### config.mk
export PLATFORM = sky130hd
export DESIGN_NAME = action_scheduler
export DESIGN_NICKNAME = d
export VERILOG_FILES = /design/src/rtl/action_pkg.sv /design/src/rtl/action_scheduler_prio_pick.sv /design/src/rtl/action_scheduler.sv
export SDC_FILE = /design/constraint.sdc
export NUM_CORES = 1
export LEC_CHECK = 0
export ABC_AREA = 1
export BUFFER_PORTS_ARGS = -buffer_cell sky130_fd_sc_hd__buf_2
export CAP_MARGIN = 15
export CORE_UTILIZATION = 54
export CTS_CLUSTER_SIZE = 40
export DETAILED_ROUTE_END_ITERATION = 10
export HOLD_SLACK_MARGIN = 0.06
export PLACE_DENSITY = 0.84
export SETUP_SLACK_MARGIN = 0.02
export SYNTH_ARGS = -nofsm -noshare
export SYNTH_HDL_FRONTEND = slang
export SYNTH_SLANG_ARGS = --single-unit
### constraint.sdc
create_clock -name clk -period 4.3 [get_ports clk]
set_clock_uncertainty 0.05 [all_clocks]
set_input_delay 0.43 -clock clk [delete_from_list [all_inputs] [get_ports clk]]
set_output_delay 0.43 -clock clk [all_outputs]
set_load 0.03 [all_outputs]
### src/rtl/action_pkg.sv
`default_nettype none
// ============================================================================
//  Module      : action_pkg
//  Description : Shared action indices, default sizes and a one-hot to
//                binary helper for the action scheduler slice.
//  Revision    : 1.0 - initial release
// ============================================================================
package action_pkg;

    // Default sizing of the scheduler
    localparam int DEF_N_ACTIONS = 8;
    localparam int DEF_DWELL_W   = 6;

    // Action indices of the creature core
    localparam int SLEEP     = 0;
    localparam int EAT       = 1;
    localparam int PLAY      = 2;
    localparam int SMILE     = 3;
    localparam int BABBLE    = 4;
    localparam int KICK_LEGS = 5;
    localparam int IDLE      = 6;
    localparam int CRY       = 7;

    // Binary index of a one-hot vector (up to 32 actions); OR-reduction so a
    // legal one-hot input maps to exactly its set bit position.
    function automatic logic [4:0] onehot_to_idx(input logic [31:0] oh);
        logic [4:0] idx;
        idx = '0;
        for (int i = 0; i < 32; i++) begin
            if (oh[i]) begin
                idx = idx | 5'(i);
            end
        end
        return idx;
    endfunction

endpackage
`default_nettype wire

### src/rtl/action_scheduler_prio_pick.sv
`default_nettype none
// ============================================================================
//  Module      : prio_pick
//  Description : Lowest-index-first picker. Reports whether any mask bit is
//                set and the index of the lowest set bit.
//  Revision    : 1.0 - initial release
// ============================================================================
module prio_pick
    import action_pkg::*;
#(
    parameter int N     = DEF_N_ACTIONS,
    parameter int IDX_W = $clog2(N)
) (
    input  logic [N-1:0]     mask,
    output logic             found,
    output logic [IDX_W-1:0] idx
);

    // Scan from the top down so the lowest set bit is written last and wins
    always_comb begin
        found = 1'b0;
        idx   = '0;
        for (int i = N - 1; i >= 0; i--) begin
            if (mask[i]) begin
                found = 1'b1;
                idx   = IDX_W'(i);
            end
        end
    end

endmodule
`default_nettype wire

### src/rtl/action_scheduler.sv
`default_nettype none
// ============================================================================
//  Module      : action_scheduler
//  Description : Selects one active action out of N_ACTIONS with minimum and
//                maximum dwell, preemption, sleep lock and a change strobe.
//  Revision    : 1.0 - initial release
// ============================================================================
module action_scheduler
    import action_pkg::*;
#(
    parameter int N_ACTIONS    = DEF_N_ACTIONS,
    parameter int IDX_W        = $clog2(N_ACTIONS),
    parameter int DWELL_W      = DEF_DWELL_W,
    parameter int MIN_DWELL    = 4,
    parameter int MAX_DWELL    = 40,
    parameter int SLEEP_IDX    = SLEEP,
    parameter int FALLBACK_IDX = IDLE,
    parameter int RESET_IDX    = SMILE
) (
    input  logic                 clk,
    input  logic                 rst,
    input  logic                 force_sleep,
    input  logic                 force_wake,
    input  logic [N_ACTIONS-1:0] req,
    input  logic [N_ACTIONS-1:0] preempt,
    input  logic [N_ACTIONS-1:0] stay,
    output logic [N_ACTIONS-1:0] action,
    output logic [IDX_W-1:0]     action_idx,
    output logic                 changed,
    output logic [DWELL_W-1:0]   dwell
);

    localparam logic [IDX_W-1:0]     c_sleep_idx    = IDX_W'(SLEEP_IDX);
    localparam logic [IDX_W-1:0]     c_fallback_idx = IDX_W'(FALLBACK_IDX);
    localparam logic [IDX_W-1:0]     c_reset_idx    = IDX_W'(RESET_IDX);
    localparam logic [N_ACTIONS-1:0] c_reset_oh     =
        {{(N_ACTIONS-1){1'b0}}, 1'b1} << RESET_IDX;
    localparam logic [DWELL_W-1:0]   c_min_dwell    = DWELL_W'(MIN_DWELL);
    localparam logic [DWELL_W-1:0]   c_max_dwell    = DWELL_W'(MAX_DWELL);
    localparam logic [DWELL_W-1:0]   c_dwell_sat    = {DWELL_W{1'b1}};
    localparam logic                 c_timeout_en   = (MAX_DWELL != 0);

    logic [N_ACTIONS-1:0] r_action;
    logic [IDX_W-1:0]     r_action_idx;
    logic                 r_changed;
    logic [DWELL_W-1:0]   r_dwell;

    logic [N_ACTIONS-1:0] w_pre_mask;
    logic [N_ACTIONS-1:0] w_req_mask;
    logic                 w_pre_found;
    logic [IDX_W-1:0]     w_pre_idx;
    logic                 w_req_found;
    logic [IDX_W-1:0]     w_req_idx;
    logic                 w_asleep;
    logic                 w_min_met;
    logic                 w_max_hit;
    logic                 w_stay_cur;
    logic [IDX_W-1:0]     w_next_idx;
    logic [N_ACTIONS-1:0] w_next_oh;
    logic                 w_change;

    // The active action is masked out so a request for it never retriggers it
    assign w_pre_mask = req & preempt & ~r_action;
    assign w_req_mask = req & ~r_action;

    prio_pick #(
        .N     (N_ACTIONS),
        .IDX_W (IDX_W)
    ) u_pick_preempt (
        .mask  (w_pre_mask),
        .found (w_pre_found),
        .idx   (w_pre_idx)
    );

    prio_pick #(
        .N     (N_ACTIONS),
        .IDX_W (IDX_W)
    ) u_pick_req (
        .mask  (w_req_mask),
        .found (w_req_found),
        .idx   (w_req_idx)
    );

    assign w_asleep   = (r_action_idx == c_sleep_idx);
    assign w_min_met  = (r_dwell >= c_min_dwell);
    assign w_max_hit  = c_timeout_en && (r_dwell >= c_max_dwell);
    assign w_stay_cur = |(stay & r_action);

    // Strict-priority selection of the next action; first match wins
    always_comb begin
        w_next_idx = r_action_idx;
        if (force_sleep) begin
            w_next_idx = c_sleep_idx;
        end else if (force_wake && w_asleep) begin
            w_next_idx = c_fallback_idx;
        end else if (w_pre_found) begin
            w_next_idx = w_pre_idx;
        end else if (!w_asleep && w_min_met && w_req_found) begin
            w_next_idx = w_req_idx;
        end else if (!w_asleep && w_max_hit) begin
            // Already in fallback this resolves to a hold
            w_next_idx = c_fallback_idx;
        end else if (!w_asleep && w_min_met && !w_stay_cur) begin
            w_next_idx = c_fallback_idx;
        end
    end

    // One-hot image of the selected index
    always_comb begin
        w_next_oh             = '0;
        w_next_oh[w_next_idx] = 1'b1;
    end

    assign w_change = (w_next_idx != r_action_idx);

    // Action registers, change strobe and saturating dwell counter
    always_ff @(posedge clk or posedge rst) begin
        if (rst) begin
            r_action     <= c_reset_oh;
            r_action_idx <= c_reset_idx;
            r_changed    <= 1'b0;
            r_dwell      <= '0;
        end else begin
            r_action     <= w_next_oh;
            r_action_idx <= w_next_idx;
            r_changed    <= w_change;
            if (w_change) begin
                r_dwell <= '0;
            end else if (r_dwell != c_dwell_sat) begin
                r_dwell <= r_dwell + 1'b1;
            end
        end
    end

    assign action     = r_action;
    assign action_idx = r_action_idx;
    assign changed    = r_changed;
    assign dwell      = r_dwell;

endmodule
`default_nettype wire

Word-level counts from Yosys, hierarchy flattened. Index checks and enable logic that the tools add are counted.

Register bits: 18. Bits of input ports: 28. Output and inout bits: 18. Word-level logic and storage cells: 69.

$add $sub $neg: 1. Order comparisons: 4. Equal/unequal tests: 2. Multiplexer cells: 42. Bitwise gates (word level): 5. Reductions and logical operators: 11.

Operator list (number): $mux W3 (22); $and A8 B8 Y8 (4); $mux W1 (17); $mux W6 (2); $not A8 Y8 (1); $reduce_or A8 Y1 (1); $add A6 B1 Y6 const B (1); $ge A6 B3 Y1 const B (1); $ge A6 B6 Y1 const B (1); $logic_and A1 B1 Y1 (6); $ne A6 B6 Y1 const B (1); $lt A3 B4 Y1 const B (1); $demux W1 S3 (1); $ge A3 B1 Y1 const B (1); $logic_not A3 Y1 (1); $ne A3 B3 Y1 (1); $logic_not A1 Y1 (2); $reduce_bool A2 Y1 (1).

Logic depth before layout (Yosys ltp). Gate-level depths: netlist of run 1.

Depth in word-level cells: 19. Mapped depth: 15. Mapped depth without buffers: 15.

Cells and area by module. Synthesis of run 1 repeated with hierarchy kept, for this count alone.

Cells, all modules: 214. Area, all modules: 1326.3 um2.

Modules (own cells, without submodules): action_scheduler (instances 1, cells an instance 170, area an instance 1128.6 um2, sequential area each 454.2 um2); prio_pick (instances 2, cells an instance 22, area an instance 98.8 um2, sequential area each 0.0 um2).

Worst setup path after synthesis of run 1. No wires, ideal clock.

Path type: register to register. Start: register r_action_idx[1] (netlist: action_idx[1]). End: register r_dwell[2] (netlist: dwell[2]). Library setup time: 0.123 ns. Arrival: 1.665 ns. Data required time: 4.127 ns. Path slack: 2.463 ns. Stages on the path, launching flop included: 14. Buffers on the path: 0. Clock period less this slack: 1.837 ns. Cell sequence: dfstp_2 inv_1 nand3_1 nand2_2 inv_2 nand3_2 o211ai_1 nand2_1 nand2_1 nand2_2 nand2_1 nand2_2 nand3_4 nor2_2.

Cells in the longest elaborated chain, start to end: 12. Elaborated cells between the ends (all ways): 16. Classes of those cells: eq/ne (1); mux (7); reduce/logical (8).

RTL lines: from (decl) (RTL line action_scheduler.sv:44) `logic [IDX_W-1:0] r_action_idx;`; from (signal assigned) (RTL line action_scheduler.sv:120) `r_action_idx <= c_reset_idx;`; from (signal assigned) (RTL line action_scheduler.sv:125) `r_action_idx <= w_next_idx;`; $logic_not A3 Y1 (RTL line action_scheduler.sv:84) `assign w_asleep = (r_action_idx == c_sleep_idx);`; $logic_not A1 Y1 (RTL line action_scheduler.sv:98, action_scheduler.sv:100, action_scheduler.sv:103); $logic_and A1 B1 Y1 (RTL line action_scheduler.sv:98, action_scheduler.sv:103); $logic_and A1 B1 Y1 (RTL line action_scheduler.sv:103) `end else if (!w_asleep && w_min_met && !w_stay_cur) begin`; $mux W3 (RTL line action_scheduler.sv:103); $mux W3 (RTL line action_scheduler.sv:100) `end else if (!w_asleep && w_max_hit) begin`; $mux W3 (RTL line action_scheduler.sv:98) `end else if (!w_asleep && w_min_met && w_req_found) begin`; $mux W3 (RTL line action_scheduler.sv:96) `end else if (w_pre_found) begin`; $mux W3 (RTL line action_scheduler.sv:94) `end else if (force_wake && w_asleep) begin`; $mux W3 (RTL line action_scheduler.sv:92) `if (force_sleep) begin`; $ne A3 B3 Y1 * (RTL line action_scheduler.sv:114) `assign w_change = (w_next_idx != r_action_idx);`; named net w_change (RTL line action_scheduler.sv:60) `logic w_change;`; $mux W6 or $reduce_bool A2 Y1 (tied branches); to (signal assigned) (RTL line action_scheduler.sv:130) `r_dwell <= r_dwell + 1'b1;`; to (decl) (RTL line action_scheduler.sv:46) `logic [DWELL_W-1:0] r_dwell;`.

The timed path passes the listed nets; every way through them passes the cells marked *. A chain may end at the register's enable or synchronous reset.

Worst setup path in the final report of run 1.
Start: register r_action_idx[1] (netlist: action_idx[1]). End: register r_dwell[3] (netlist: dwell[3]).

Same word-level chain as after synthesis.

==> flow_metrics.tcl, run 1 <==
set metrics [dict create \
    startpoint_type "flop" \
    p_sw_mw 0.233 \
    port_buffers 45 \
    hold_violations 0 \
    path_class "flop to flop" \
    r2r_end "dwell[3]" \
    max_slew_margin_pct 57.4 \
    vdd_drop_max_mv 0.264 \
    power_density_mw_per_mm2 333 \
    drive_above_1_share_pct 39.7 \
    status "completed" \
    critPathMaxFanout 7 \
    first_pass_iters 4 \
    grt_use_met1_pct 28.3 \
    antenna_cells 0 \
    tightest_slew_ns 0.639 \
    place_hpwl_um 2540 \
    ctsHoldBuffers 0 \
    gp_congestion 0.820 \
    die_h_um 52.3 \
    grt_pass1_wl_um 4940 \
    hp-class "primary input to async pin" \
    clock_latency_ns 0.29 \
    clock.fmax_mhz 525 \
    yosysSeqAreaShare_pct 33.2 \
    top_usage_layer "met2" \
    grt.overflow.total 0 \
    cts_buffer_depth 2 \
    n_fill_cell 210 \
    num_rows 17 \
    syn_area_per_cell_um2 6.91 \
    placed_area_mm2 0.00163 \
    yosysUniqueCellTypes 25 \
    top_level_ports 46 \
    clkPwrFrac_pct 18.2 \
    drc 0 \
    drv_slew 0 \
    p_int_mw 0.322 \
    fin_area_mm2 0.00167 \
    ys_ff_latch 18 \
    synth_top_area_cell "dfrtp_1" \
    post_cts.repair.setup_buffers 0 \
    timing.hold.ws_ns 0.156 \
    area_growth_pct 21.7 \
    grt_pass1_vias 1232 \
    cp.arrival_ns 2.04 \
    synth_top_area_share_pct 27.4 \
    cts.clk_slew.worst_paths_ns 0.10 \
    period_share_pct 44.3 \
    synthesis.instances 198 \
    synth_area_leaders "dfrtp_1 27%, nand2_1 15%, inv_1 6.3%" \
    setup_violations 0 \
    fin_ws_ns 2.40 \
    vias 1355 \
    cts_tree "yes" \
    cts_sinks 18 \
    cts_buffers 3 \
    grt_max_degree 19 \
    fp.dieW_um 52.3 \
    ant_nets 0 \
    grt.met3_usage_pct 2.61 \
    p_leak_nw 0.943 \
    end_kind "flop" \
    r2r_cells 13 \
    cap_viol_max_count 0 \
    syn_nets 228 \
    drt_iter0_drc 30 \
    layout.nets 278 \
    use_met2_pct 47.3 \
    fin_setup_tns_ns 0 \
    initial_core_util_pct 59.6 \
    syn_area_mm2 0.00137 \
    timing.rr.start "action_idx[1]" \
    grt_setup_unrepaired "no" \
    cts_resized 0 \
    final.min_clock_period_ns 1.90 \
    antenna_found_initial 0 \
    coreArea_mm2 0.00230 \
    avgRoutedWirePerCell_um 10.9 \
    seq_power_share_pct 38.5 \
    netSwitchingFraction_pct 41.9 \
    pre_cts_ws_ns 2.41 \
    ys_warn_count 0 \
    rrSetupSlack_ns 2.40 \
    root_buffer "clkbuf_4" \
    crit_required_ns 4.43 \
    wl_um 2990 \
    vias_per_cell 4.93 \
    die-area_mm2 0.00274 \
    cts_max_level 1 \
    grtUsageTotal_pct 24.6 \
    combPwrFrac_pct 43.3 \
]
## worst max-delay path, stage by stage, from the launching register on
cell and delay [ns]:
dfstp_2 0.57, inv_1 0.08, nand3_1 0.12, nand2_2 0.09, inv_2 0.10, nand3_2 0.10, o211ai_1 0.09, nand2_1 0.07
nand2_1 0.09, nand2_2 0.09, nand2_1 0.10, nand2_2 0.07, nand3_4 0.14, nor2_2 0.05
## how the worst max path moves through the flow
stage / start / to / cells past startpoint / slack [ns]
floorplan: action_idx[1] / dwell[2] / 13 / 2.46
global route: action_idx[1] / dwell[5] / 13 / 2.23
detailed placement: action_idx[1] / dwell[3] / 13 / 2.41
global placement: action_idx[1] / dwell[1] / 13 / 2.45
finish: action_idx[1] / dwell[3] / 13 / 2.40
CTS: action_idx[1] / dwell[3] / 13 / 2.39
## logic make-up after synthesis
kind of cell,count (synthesis),share of synthesized area (%)
AND/OR/NAND/NOR,133,51.0
buffers and inverters,35,9.60
flip-flops,18,33.2
AO/OA/AOI/OAI,9,3.75
adder cells (fa/ha/maj),2,1.83
XOR/XNOR,1,0.640
## layer usage
metal  part of all wire, %  wire [µm]  up-vias
li1                      -          -      707
met1                    44       1310      607
met2                    51       1530       37
met3                   3.8        114        4
met4                   1.0         30        0
met5                     0          0        -
## state kept, by name (all words and copies together), names as in the netlist
register,flops
action,8
action_idx,3
changed,1
dwell,6
## through the flow
| step | power, mW | instances | util [%] |
|---|---|---|---|
| 6_report | 0.555 | 275 | 72.5 |
| 5_1_grt | 0.597 | 275 | 72.5 |
| 4_1_cts | 0.559 | 275 | 72.5 |
| 3_5_place_dp | 0.459 | 271 | 70.9 |
| 3_3_place_gp | 0.454 | 271 | 70.9 |
| 2_1_floorplan | 0.396 | 198 | - |
## synth_stat cells
master	count
a21oi_1	2
a21oi_2	1
and2_1	1
and2_4	1
clkinv_1	2
dfrtp_1	15
dfstp_2	3
ha_1	2
inv_1	23
inv_2	10
nand2_1	54
nand2_2	12
nand2_4	5
nand3_1	16
nand3_2	5
nand3_4	2
nand4_1	3
nor2_1	22
nor2_2	8
nor2_4	2
nor3_1	2
o211ai_1	1
o21ai_0	4
o21ai_1	1
xor2_1	1
## cell usage in the layout, fill, tap and decap left out, types with 2 or more instances in the layout
cell / count
nand2_1: 54
buf_2: 45
inv_1: 23
nor2_1: 22
nand3_1: 16
dfrtp_1: 15
nand2_2: 12
inv_2: 10
nor2_2: 8
nand2_4: 5
nand3_2: 5
o21ai_0: 4
nand4_1: 3
dfstp_2: 3
clkbuf_4: 3
nor3_1: 2
nor2_4: 2
clkinv_1: 2
a21oi_1: 2
nand3_4: 2
ha_1: 2
## power by group through the flow
stage | Combinational [mW] | Sequential, mW | Clock [mW]
floorplan | 0.140 | 0.257 | 0
global placement | 0.237 | 0.217 | 0
detailed placement | 0.242 | 0.217 | 0
CTS | 0.243 | 0.214 | 0.102
global route | 0.268 | 0.217 | 0.112
finish | 0.240 | 0.214 | 0.101
## final cells by class
class                           count  area, µm²  area share [%]
Sequential cell                    18        454            27.3
Tap cell                           28       35.0            2.10
Multi-Input combinational cell    145        783            47.0
Inverter                           35        131            7.89
Timing Repair Buffer               45        225            13.5
Clock buffer                        4       36.3            2.18
No activity file was read; power rests on OpenSTA's default activity.
==> inputs of run 2 (changes only) <==
- CORE_UTILIZATION: 54 -> 50
- PLACE_DENSITY: 0.84 -> 0.78
- clock period: 4.3 -> 1.8 ns (I/O delays scaled with it)
==> run 2 against run 1 <==
Against the previous run:
- the run now ends with negative setup slack left
- first-iteration DRC count decreased by 37%
- setup slack lost 2.5 ns
- worst hold slack better by 0.11 ns
- via count increased by 8.6%
- core utilization increased by 3.3 points
- sequential share of layout area decreased by 3.5 points
- wire length grew 22%
- design area rose by 15%
- die area increased by 7.7%
- largest cell class unchanged
==> flow_metrics.tcl, run 2 (same netlist as run 1, synthesis figures left out) <==
set metrics [dict create \
    period_share_pct 105 \
    fin_cells 293 \
    num_rows 18 \
    grt.overflow.total 0 \
    max_slew_margin_pct 54.7 \
    gp_congestion 0.921 \
    top_level_ports 46 \
    tightest_slew_ns 0.678 \
    status "complete, but fails checks" \
    wl_um 3650 \
    cap_viol_max_count 0 \
    violations "negative setup slack" \
    antenna_found_initial 0 \
    clock.fmax_mhz 527 \
    vias 1471 \
    hold_violations 0 \
    grt_pass1_vias 1274 \
    setup_violations 10 \
    ant_nets 0 \
    finalPower_mw 1.50 \
    die_h_um 54.3 \
    grt_max_degree 19 \
    die-area_mm2 0.00295 \
    n_fill_cell 190 \
    cts.clk_slew.worst_paths_ns 0.11 \
    fin_setup_tns_ns -0.703 \
    layout.nets 294 \
    vias_per_cell 5.02 \
    cts_sinks 18 \
    vdd_drop_max_mv 0.797 \
    largest_reg_flops 8 \
    place_hpwl_um 2530 \
    end_kind "flop" \
    coreArea_mm2 0.00252 \
    startpoint_type "flop" \
    first_pass_iters 4 \
    final.min_clock_period_ns 1.90 \
    drt_iter0_drc 19 \
    pre_cts_ws_ns -0.0147 \
    port_buffers 45 \
    cts_max_level 1 \
    area_growth_pct 39.8 \
    register_area_um2 455 \
    drc 0 \
    grt_pass1_wl_um 4930 \
    initial_core_util_pct 54.3 \
    cp.arrival_ns 2.04 \
    cts_tree "yes" \
    drv_slew 0 \
    avgRoutedWirePerCell_um 12.5 \
    path_class "flop to flop" \
    fin_util_pct 75.8 \
    dp_cells 280 \
    drive_above_1_share_pct 50.6 \
    antenna_cells 0 \
    grtUsageTotal_pct 23.2 \
    mostFrequentLayoutCell "nand2_1" \
    root_buffer "clkbuf_4" \
    hp-class "primary input to flop" \
    grt_setup_unrepaired "yes" \
    clock_latency_ns 0.30 \
    final_cell_mix "49 x nand2_1, 45 x buf_2, 21 x inv_1, 20 x nor2_1, 15 x nand2_2" \
    multi_input_area_um2 892 \
    rrSetupSlack_ns -0.1 \
    cts_buffer_depth 2 \
    critPathMaxFanout 7 \
    power_density_mw_per_mm2 783 \
    p_leak_nw 1.05 \
    fp.dieW_um 54.3 \
    fin_ws_ns -0.0979 \
    crit_required_ns 1.94 \
    cts_buffers 3 \
]
-- run 2: power breakdown --
part | switching (mW) | internal (mW)
Combinational | 0.469 | 0.266
Clock | 0.131 | 0.123
Sequential | 0.0481 | 0.460
-- run 2: per-layer routing --
| layer | vias up | GRT usage [%] | wire length [µm] |
|---|---|---|---|
| met3 | 9 | 2.78 | 177 |
| met5 | - | 0 | 0 |
| met2 | 54 | 43.9 | 1840 |
| li1 | 739 | - | - |
| met1 | 669 | 26.1 | 1540 |
| met4 | 0 | 8.97 | 91 |
-- run 2: cell type report --
cell class | count | share of cell area, %
inverters | 35 | 7.13
well taps | 30 | 1.96
clock buffers | 4 | 1.90
repair buffers | 61 | 18.6
flip-flops and latches | 18 | 23.8
multi-input cells | 145 | 46.6
-- run 2: worst paths after layout --
path                             start  depth (start not counted)       endpoint
setup / recovery             action[3]                         14       dwell[2]
hold / removal             force_sleep                          4  action_idx[1]
setup reg to reg             action[3]                         14       dwell[2]
hold reg to reg               dwell[0]                          2       dwell[0]
max in group asynchronous          rst                          3      action[7]
min in group asynchronous          rst                          3       dwell[5]
-- run 2: timing repair --
item                                    4_1_cts  5_1_grt
hold buffers                                  1        0
pin swaps                                     4        4
endpoints found under the hold margin        15        0
buffers inserted                              2        6
resized for setup                             5       23
endpoints found under the setup margin        7       14
-- run 2: through the flow --
step / hold slack [ns] / area, µm²
after floorplan: 0.0664 / 1380
after global placement: 0.256 / 1690
after detailed placement: 0.263 / 1690
after CTS: 0.173 / 1780
after global routing: 0.255 / 1910
final: 0.265 / 1910
-- run 2: critical path, stage by stage (launching register included) --
cell and delay [ns]:
dfstp_2 0.57, inv_2 0.05, nand2_2 0.07, nand2_2 0.07
nor2_4 0.09, buf_4 0.11, nor2_1 0.03, nor2_1 0.10
nand2_1 0.08, nand2_2 0.13, nand2_4 0.10, nand2_2 0.09
nand2_2 0.06, nand3_4 0.14, nor2_2 0.04
